### config.mk
export PLATFORM = sky130hd
export DESIGN_NAME = fc_output_collector
export DESIGN_NICKNAME = d
export VERILOG_FILES = /design/src/rtl/fc_output_collector.sv
export SDC_FILE = /design/constraint.sdc
export NUM_CORES = 1
export LEC_CHECK = 0
export ABC_AREA = 1
export CAP_MARGIN = 5
export CORE_UTILIZATION = 59
export DETAILED_ROUTE_END_ITERATION = 7
export PLACE_DENSITY = 0.9
export SKIP_LAST_GASP = 1
export SYNTH_ARGS = -nofsm -noshare
export SYNTH_HDL_FRONTEND = slang
export SYNTH_SLANG_ARGS = --single-unit
### constraint.sdc
create_clock -name clk1 -period 3.4 [get_ports clk1]
set_input_delay 1.02 -clock clk1 [delete_from_list [all_inputs] [get_ports clk1]]
set_output_delay 1.02 -clock clk1 [all_outputs]
set_load 0.005 [all_outputs]
### src/rtl/fc_output_collector.sv
// fc_output_collector
//   Output stage of the FC layer controller. Each set_output pulse captures a
//   tile of TILING_SIZE partial sums, adds the per-lane bias, rescales by
//   FRAC_SHIFT and saturates to OUT_W bits. Up to two tiles are held in a
//   ping-pong buffer and streamed one lane per beat over valid/ready.
//   Optional build macro: FC_RELU_EN (clamps negative results to zero).
module fc_output_collector #(
    parameter int TILING_SIZE = 8,
    parameter int KERNEL_SIZE = 4096,
    parameter int ACC_W       = 32,
    parameter int OUT_W       = 8,
    parameter int FRAC_SHIFT  = 8
) (
    input  logic                         clk1,
    input  logic                         rst_n,
    input  logic                         start,
    input  logic                         set_output,
    input  logic [TILING_SIZE*ACC_W-1:0] psum_in,
    input  logic [TILING_SIZE*ACC_W-1:0] bias_in,
    output logic [OUT_W-1:0]             out_data,
    output logic                         out_valid,
    input  logic                         out_ready,
    output logic                         out_last,
    output logic                         done,
    output logic                         overflow,
    output logic [15:0]                  tile_cnt
);

    localparam int NUM_TILES = KERNEL_SIZE / TILING_SIZE;
    localparam int LANE_W    = (TILING_SIZE > 1) ? $clog2(TILING_SIZE) : 1;

    localparam logic [0:0] ST_EMPTY = 1'b0;
    localparam logic [0:0] ST_DRAIN = 1'b1;

    // Saturation bounds expressed at the widened sum width
    localparam logic signed [ACC_W:0] SAT_MAX = {{(ACC_W-OUT_W+2){1'b0}}, {(OUT_W-1){1'b1}}};
    localparam logic signed [ACC_W:0] SAT_MIN = {{(ACC_W-OUT_W+2){1'b1}}, {(OUT_W-1){1'b0}}};

    logic [OUT_W-1:0]  r_slot [2][TILING_SIZE];
    logic [1:0]        r_slot_last;
    logic [1:0]        r_occ;
    logic              r_wr_ptr;
    logic              r_rd_ptr;
    logic [LANE_W-1:0] r_lane_idx;
    logic [15:0]       r_tile_cnt;
    logic              r_overflow;
    logic              r_done;
    logic [0:0]        r_state;

    logic w_xfer;
    logic w_lane_last;
    logic w_free;
    logic w_capture;
    logic w_drop;
    logic w_tile_is_last;

    // Bias add, arithmetic rescale and saturation for one lane
    function automatic logic [OUT_W-1:0] f_scale(input logic [ACC_W-1:0] p,
                                                 input logic [ACC_W-1:0] b);
        logic signed [ACC_W:0] s;
        logic signed [ACC_W:0] r;
        logic        [OUT_W-1:0] res;
        s = $signed({p[ACC_W-1], p}) + $signed({b[ACC_W-1], b});
        r = s >>> FRAC_SHIFT;
        if (r > SAT_MAX) begin
            res = SAT_MAX[OUT_W-1:0];
        end else if (r < SAT_MIN) begin
            res = SAT_MIN[OUT_W-1:0];
        end else begin
            res = r[OUT_W-1:0];
        end
`ifdef FC_RELU_EN
        if (res[OUT_W-1]) begin
            res = '0;
        end
`endif
        return res;
    endfunction

    // Handshake and capture decisions; a full buffer still accepts a tile when
    // the read slot frees in the same cycle
    always_comb begin
        w_xfer         = out_valid & out_ready;
        w_lane_last    = (r_lane_idx == LANE_W'(TILING_SIZE - 1));
        w_free         = w_xfer & w_lane_last;
        w_capture      = set_output & ~start & ((r_occ != 2'd2) | w_free);
        w_drop         = set_output & ~start & ~w_capture;
        w_tile_is_last = (r_tile_cnt == 16'(NUM_TILES - 1));
    end

    // Output view of the read slot; data forced to zero when idle
    always_comb begin
        out_valid = (r_state == ST_DRAIN);
        out_data  = out_valid ? r_slot[r_rd_ptr][r_lane_idx] : '0;
        out_last  = out_valid & r_slot_last[r_rd_ptr] & w_lane_last;
    end

    assign done     = r_done;
    assign overflow = r_overflow;
    assign tile_cnt = r_tile_cnt;

    // Slot storage: scaled lanes and the last-tile tag are written at capture
    always_ff @(posedge clk1 or negedge rst_n) begin
        if (!rst_n) begin
            for (int s = 0; s < 2; s++) begin
                for (int i = 0; i < TILING_SIZE; i++) begin
                    r_slot[s][i] <= '0;
                end
            end
            r_slot_last <= '0;
        end else if (w_capture) begin
            for (int i = 0; i < TILING_SIZE; i++) begin
                r_slot[r_wr_ptr][i] <= f_scale(psum_in[i*ACC_W +: ACC_W],
                                               bias_in[i*ACC_W +: ACC_W]);
            end
            r_slot_last[r_wr_ptr] <= w_tile_is_last;
        end
    end

    // Occupancy, pointers, lane index and the EMPTY/DRAIN state
    always_ff @(posedge clk1 or negedge rst_n) begin
        if (!rst_n) begin
            r_occ      <= 2'd0;
            r_wr_ptr   <= 1'b0;
            r_rd_ptr   <= 1'b0;
            r_lane_idx <= '0;
            r_state    <= ST_EMPTY;
        end else if (start) begin
            r_occ      <= 2'd0;
            r_wr_ptr   <= 1'b0;
            r_rd_ptr   <= 1'b0;
            r_lane_idx <= '0;
            r_state    <= ST_EMPTY;
        end else begin
            case ({w_capture, w_free})
                2'b10:   r_occ <= r_occ + 2'd1;
                2'b01:   r_occ <= r_occ - 2'd1;
                default: r_occ <= r_occ;
            endcase
            if (w_capture) begin
                r_wr_ptr <= ~r_wr_ptr;
            end
            if (w_xfer) begin
                r_lane_idx <= w_lane_last ? '0 : r_lane_idx + LANE_W'(1);
            end
            if (w_free) begin
                r_rd_ptr <= ~r_rd_ptr;
            end
            case (r_state)
                ST_EMPTY: if (w_capture) r_state <= ST_DRAIN;
                ST_DRAIN: if (w_free && !w_capture && r_occ == 2'd1) r_state <= ST_EMPTY;
                default:  r_state <= ST_EMPTY;
            endcase
        end
    end

    // Layer bookkeeping: tile counter, sticky overflow and the done pulse
    always_ff @(posedge clk1 or negedge rst_n) begin
        if (!rst_n) begin
            r_tile_cnt <= 16'd0;
            r_overflow <= 1'b0;
            r_done     <= 1'b0;
        end else begin
            r_done <= w_xfer & out_last;
            if (start) begin
                r_tile_cnt <= 16'd0;
                r_overflow <= 1'b0;
            end else begin
                if (w_capture) begin
                    r_tile_cnt <= w_tile_is_last ? 16'd0 : r_tile_cnt + 16'd1;
                end
                if (w_drop) begin
                    r_overflow <= 1'b1;
                end
            end
        end
    end

endmodule

==> summary.txt, run 1 <==
Placement
  – Placed cells: 6814
  – Hpwl dp: about 86000 um
  – Port-buffer cells: about 540
  – Routability Congestion: between 1 and 1.5
  – Area after DPL: approximately 38000 um^2

Global routing
  – Largest net degree at the start of global routing: 75
  – GR Overflow Total: 676
  – Global-route usage over all layers: 0.852

CTS
  – Htree depth: 4
  – Root Buffer: clkbuf_16
  – Hold buffer count at CTS: 0
  – Clk buf depth: 2
  – Sink Count: around 160
  – Total CTS buffers: 17

Synth
  – Mean Syn Cell Area: between 5 and 6 um^2
  – Syn Nets: between 5000 and 6000
  – Netlist cell types: 52
  – Sequential share of the synthesized area: 0.144
  – Cell Area, Synth: around 27000 um^2
  – Main synth FF type: dfrtp_1
  – Async SR Flop Fraction: 1.00
  – Synth Instances: roughly 5100
  – Ys Warns: 0
  – EDFF count, synth: 0
  – Seq cells post-synth: approximately 160

Die
  – Die height: about 220 um
  – Die X: between 200 and 250 um
  – Row count: 78
  – Initial core utilization: 0.597
  – Io pins: roughly 550

STA
  – Worst End Pin Type: primary output
  – Critical endpoint after global-route timing repair: out_data[7]

Status
  – Exit stage: global routing
  – Status: did not finish
  – Error: [ERROR GRT-0232] Routing congestion too high. Check the congestion heatmap in the GUI.
[synthesized netlist by cell type (all sizes together), types with 8 or more instances]
cell type  count  area share
nand2       2166        0.30
dfrtp        156        0.14
a21o          10      0.0028
nand3        306       0.057
xor2          61       0.020
a21oi        239       0.044
o21bai        43       0.012
nand4         93       0.021
buf           14      0.0028
o21ai        157       0.030
inv          831        0.12
clkbuf        38      0.0053
o221ai        16      0.0052
nor3          62       0.012
and2          15      0.0035
nand3b        23      0.0064
o22ai         12      0.0028
or2            8      0.0018
ha           253        0.12
o211ai        21      0.0058
nor2         536       0.076
[routing by layer]
layer  overflow  GRT usage
met1         15      0.820
met2        369       1.01
met3         10      0.732
met4        276      0.895
met5          6      0.416
[stage by stage]
stage | setup WS [ns] | TNS [ns]
after floorplan | 0.446 | 0
after global placement | -0.410 | -36.13
after detailed placement | -0.504 | -42.81
after CTS | -0.218 | -0.546
[repair_timing]
action                                 in CTS
gates resized for setup                    30
setup buffers                               4
setup endpoints to repair                  33
pin swaps                                   4
endpoints found under the hold margin       0
gates cloned                                4
[cell families after synthesis]
family,count (synthesis),share of synthesized area
buffers and inverters,890,0.124
adders and majority gates,253,0.117
xor gates and xnor gates,68,0.0223
AOI/OAI and AO/OA,522,0.110
and+or+nand+nor,3221,0.483
DFF,156,0.144
muxes,1,0.000369
==> run 2, diff against run 1 <==
- CORE_UTILIZATION: 59 -> 40
- PLACE_DENSITY: 0.9 -> not set
- PLACE_DENSITY_LB_ADDON: not set -> 0.15
==> summary.txt, run 2 <==
Placement
  – Routability Congestion: 0.968 (-7.3%)
  – Placed cells: 7111 (+4.4%)
  – Place WS: -0.453 ns (+0.0507 ns)
  – Hpwl dp: 86800 um (+0.62%)
  – Area after DPL: 38300 um^2 (+1.3%)
  – Port-buffer cells: 544 (unchanged)

Die
  – Die height: 262 um (+21%)
  – Core area: between 60000 and 70000 um^2
  – Row count: 95 (+22%)
  – Die area: roughly 69000 um^2
  – Initial core utilization: 0.404 (-0.194)
  – Die X: 262 um (+21%)
  – Io pins: 545 (unchanged)

Setup path
  – R2R Path Start: r_lane_idx[1]$_DFFE_PN0P_
  – R2R Path End: tile_cnt[9]$_DFFE_PN0P_
  – FF-to-FF path depth: 14
  – Critical path capture point type: output pin
  – CP required: about 2.4 ns
  – R2R Setup Slk: approximately 0.6 ns
  – CP max FO: 16
  – CP startpoint: r_rd_ptr$_DFFE_PN0P_
  – Worst Setup Start Kind: flip-flop
  – Crit path DAT: approximately 2.4 ns
  – Worst setup path category: reg2out

Worst hold path
  – Hold Crit Depth: 2
  – Hold path start: r_slot[28]$_DFFE_PN0P_
  – Hold Path Class: reg2reg
  – Hold Crit Endpoint: r_slot[28]$_DFFE_PN0P_

Finish
  – FILL cells: about 6500
  – Diodes inserted: 0
  – Most common cell after layout, fill and taps aside: nand2_1
  – Layout Cells excl Fill: 7169
  – Largest register FFs: approximately 130
  – Cell area after layout: between 40000 and 50000 um^2
  – Layout cells sized above 1: 0.190
  – Most frequent cells in the layout: nand2_1, inv_1, buf_4, clkdlybuf4s50_1, nor2_1
  – Syn-to-layout area delta: 54.1%
  – Top reg by flops: r_slot
  – Nets@finish: ~7100

Synth
  – Largest family of logic cells by synthesized area: simple AND/OR/NAND/NOR gates
  – Netlist cell types: 52 (unchanged)
  – Yosys top cell by area: nand2_1
  – Post-synth top area share: 0.298 (unchanged)
  – Syn Nets: 5881 (unchanged)
  – Async SR Flop Fraction: 1.00 (unchanged)
  – Commonest cells in the netlist: nand2_1, inv_1, nor2_1
  – EDFF count, synth: 0 (unchanged)
  – Ys Warns: 0 (unchanged)
  – Seq cells post-synth: 156 (unchanged)
  – Area contributors post-synth: nand2_1, dfrtp_1, ha_1
  – Fraction of synthesized area in multiplexers: 0.000369 (unchanged)
  – Compound-Gate Fraction of Synth Area: 0.110 (unchanged)
  – Main synth FF type: dfrtp_1
  – Synth Instances: 5111 (unchanged)
  – Synth Area in XOR/XNOR: 0.0223 (unchanged)
  – Cell Area, Synth: 27100 um^2 (unchanged)
  – Synth Area in Simple Gates: 0.483 (unchanged)
  – Sequential share of the synthesized area: 0.144 (unchanged)
  – Adder-Cell Fraction of Synth Area: 0.117 (unchanged)
  – Mean Syn Cell Area: 5.30 um^2 (unchanged)
  – Top-count cell post-synth: nand2_1

STA
  – Worst clock skew: between 0.006 and 0.007 ns
  – Final worst path period share: 1.01
  – Count of pins over their slew limit: 0
  – Relative slew slack: 0.520
  – Worst slew pin tran: just over 0.7 ns
  – Min cycle time layout: 3.44 ns
  – # setup viols final: 1
  – Worst Slack Setup Final: -0.0449 ns
  – Hold slack: approximately 0.48 ns
  – Fmax: around 290 MHz
  – RSZ-0062 raised after global routing: yes
  – Final Hold Violating Endpoints: 0

Global routing
  – GR Overflow Total: 0
  – Initial antenna violation count: 1
  – First-pass GRT wire length: ~160000 um
  – Vias in the first global route: 33800
  – Largest net degree at the start of global routing: slightly below 60
  – Global-route usage over all layers: 0.286

Detailed routing
  – Vias post-DR: approximately 35000
  – Post-route ant nets: 0
  – 1st-pass router iterations: 5
  – Initial drt markers: 2005
  – Vias per inst: between 4 and 5
  – Drt wl/cell: 14.5 um
  – Final wirelength: roughly 100000 um
  – DRC violations left: 0

Pwr
  – Worst vdd ir: roughly 0.42 mV
  – Pwr Density: 301 nW/um^2
  – Pleak: approximately 23 nW

CTS
  – Sink Count: 156 (unchanged)
  – Hold buffer count at CTS: 0 (unchanged)
  – CTS tree: yes
  – Worst-path clk slew: around 0.060 ns
  – Worst skew pair latency: between 0.4 and 0.5 ns
  – Total CTS buffers: 17 (unchanged)
  – Clk buf depth: 2 (unchanged)
  – Htree depth: 4 (unchanged)
  – Root Buffer: clkbuf_16

Status
  – Failing checks: negative setup slack
  – Status: finished with violations

Flow run
  – Max cap viols: 0
## run 2: cell counts after synthesis
No cell type changed its count.
## run 2: cell type report
class | count | area [um^2] | share of cell area
Sequential cell | 156 | 3910 | 0.0935
Multi-Input combinational cell | 4065 | 22400 | 0.535
Inverter | 838 | 3150 | 0.0755
Timing Repair Buffer | 1206 | 10700 | 0.255
Tap cell | 873 | 1090 | 0.0261
Clock inverter | 6 | 83.8 | 0.00201
Clock buffer | 25 | 505 | 0.0121
## run 2: worst max-delay path by stage
stage / to / slack, ns / cells past startpoint
4_1_cts: out_data[1] / -0.20 / 9
6_report: out_data[3] / -0.04 / 8
3_5_place_dp: r_slot[10]$_DFFE_PN0P_ / -0.45 / 20
3_3_place_gp: r_slot[22]$_DFFE_PN0P_ / -0.48 / 18
2_1_floorplan: r_slot[4]$_DFFE_PN0P_ / 0.45 / 18
5_1_grt: r_slot[51]$_DFFE_PN0P_ / -0.07 / 21
## run 2: layer usage
metal	track usage	routed length [um]	part of all wire	vias to the layer above
li1	-	-	-	18400
met1	0.348	44600	0.43	15900
met2	0.528	51800	0.50	942
met3	0.0256	4610	0.044	186
met4	0.0838	3140	0.030	2
met5	0	9	0.000086	-
## run 2: timing repair
item,4_1_cts,5_1_grt
setup endpoints to repair,9,123
cloned,2,0
buffers inserted,11,16
pin swaps,13,108
gates resized for setup,40,549
## run 2: logic make-up (layout without fill, tap and decap cells)
kind of cell | after synthesis | in the layout
and+or+nand+nor | 3221 | 3221
xor gates and xnor gates | 68 | 68
DFF | 156 | 156
buffers and inverters | 890 | 2075
adders and majority gates | 253 | 253
AOI/OAI and AO/OA | 522 | 522
muxes | 1 | 1
## run 2: report_power, final
group          switching, mW  internal [mW]  leakage [nW]
logic                   4.12           3.46          20.4
registers              0.453           2.63          1.92
clock network          0.748           1.17         0.293
total                   5.32           7.25          22.6
## run 2: through the flow
step	util	total power [mW]	TNS [ns]
final	0.622	12.6	-0.0449
after global routing	0.622	13.6	-1.23
after CTS	0.582	12.0	-0.397
after detailed placement	0.570	10.0	-42.16
after global placement	0.570	9.93	-40.04
after floorplan	-	6.88	0
## run 2: worst max-delay path, stage by stage, from the launching register on
cell and delay [ns]:
dfrtp_2 0.44, buf_6 0.14, bufbuf_16 0.28, o21ai_0 0.28, o22ai_1 0.16, o211ai_1 0.22
a21oi_2 0.10, buf_4 0.15, clkdlybuf4s15_1 0.22
Note: power is estimated with default switching activity, not from simulation.
==> run 3, diff against run 2 <==
- CORE_UTILIZATION: 40 -> 59
==> summary.txt, run 3 <==
Status
  – Status: did not finish
  – Exit stage: global routing
  – Error: [ERROR GRT-0232] Routing congestion too high. Check the congestion heatmap in the GUI.

Synth
  – EDFF count, synth: 0 (unchanged)
  – Syn Nets: 5881 (unchanged)
  – Seq cells post-synth: 156 (unchanged)
  – Top-count cell post-synth: nand2_1
  – Ys Warns: 0 (unchanged)
  – Post-synth top area share: 0.298 (unchanged)
  – Commonest cells in the netlist: nand2_1, inv_1, nor2_1
  – Mean Syn Cell Area: 5.30 um^2 (unchanged)
  – Sequential share of the synthesized area: 0.144 (unchanged)
  – Synth Instances: 5111 (unchanged)
  – Cell Area, Synth: 27100 um^2 (unchanged)
  – Area contributors post-synth: nand2_1, dfrtp_1, ha_1
  – Async SR Flop Fraction: 1.00 (unchanged)
  – Netlist cell types: 52 (unchanged)
  – Yosys top cell by area: nand2_1
  – Main synth FF type: dfrtp_1

CTS
  – Sink Count: 156 (unchanged)
  – Setup Buffers After CTS: 0 (-11)
  – Root Buffer: clkbuf_16
  – Clk buf depth: 2 (unchanged)
  – Hold buffer count at CTS: 0 (unchanged)
  – Total CTS buffers: 17 (unchanged)
  – Htree depth: 4 (unchanged)

Die
  – Initial core utilization: 0.597 (+0.194)
  – Die X: 216 um (-18%)
  – Die height: 216 um (-18%)
  – Io pins: 545 (unchanged)
  – Row count: 78 (-18%)

Placement
  – Hpwl dp: 84200 um (-2.9%)
  – Port-buffer cells: 544 (unchanged)
  – Routability Congestion: 1.04 (+7.4%)

STA
  – Critical endpoint after global-route timing repair: out_data[6]
  – Worst End Pin Type: primary output

Global routing
  – Global-route usage over all layers: 0.574
  – GR Overflow Total: 10
  – Largest net degree at the start of global routing: 65
run 3: cell counts after synthesis:
Identical to the previous run, type by type.
run 3: through the flow:
stage,instance area (um^2),instances,setup slack [ns]
after detailed placement,37500,6772,-0.488
after CTS,38100,6804,-0.00893
after global placement,37500,6772,-0.504
after floorplan,27100,5111,0.446
run 3: repair_timing:
| item | CTS |
|---|---|
| endpoints found under the hold margin | 0 |
| gates resized for setup | 21 |
| setup endpoints to repair | 32 |
run 3: kinds of logic after synthesis:
kind of cell,after synthesis,synth area share
adder cells (fa/ha/maj),253,0.117
XOR/XNOR,68,0.0223
multiplexers,1,0.000369
buffers and inverters,890,0.124
AND/OR/NAND/NOR,3221,0.483
flip-flops,156,0.144
AO/OA/AOI/OAI,522,0.110
run 3: metal layers:
layer,global-route usage,GRT overflow
met4,0.513,6
met1,0.610,0
met3,0.261,0
met2,0.854,4
met5,0.0104,0
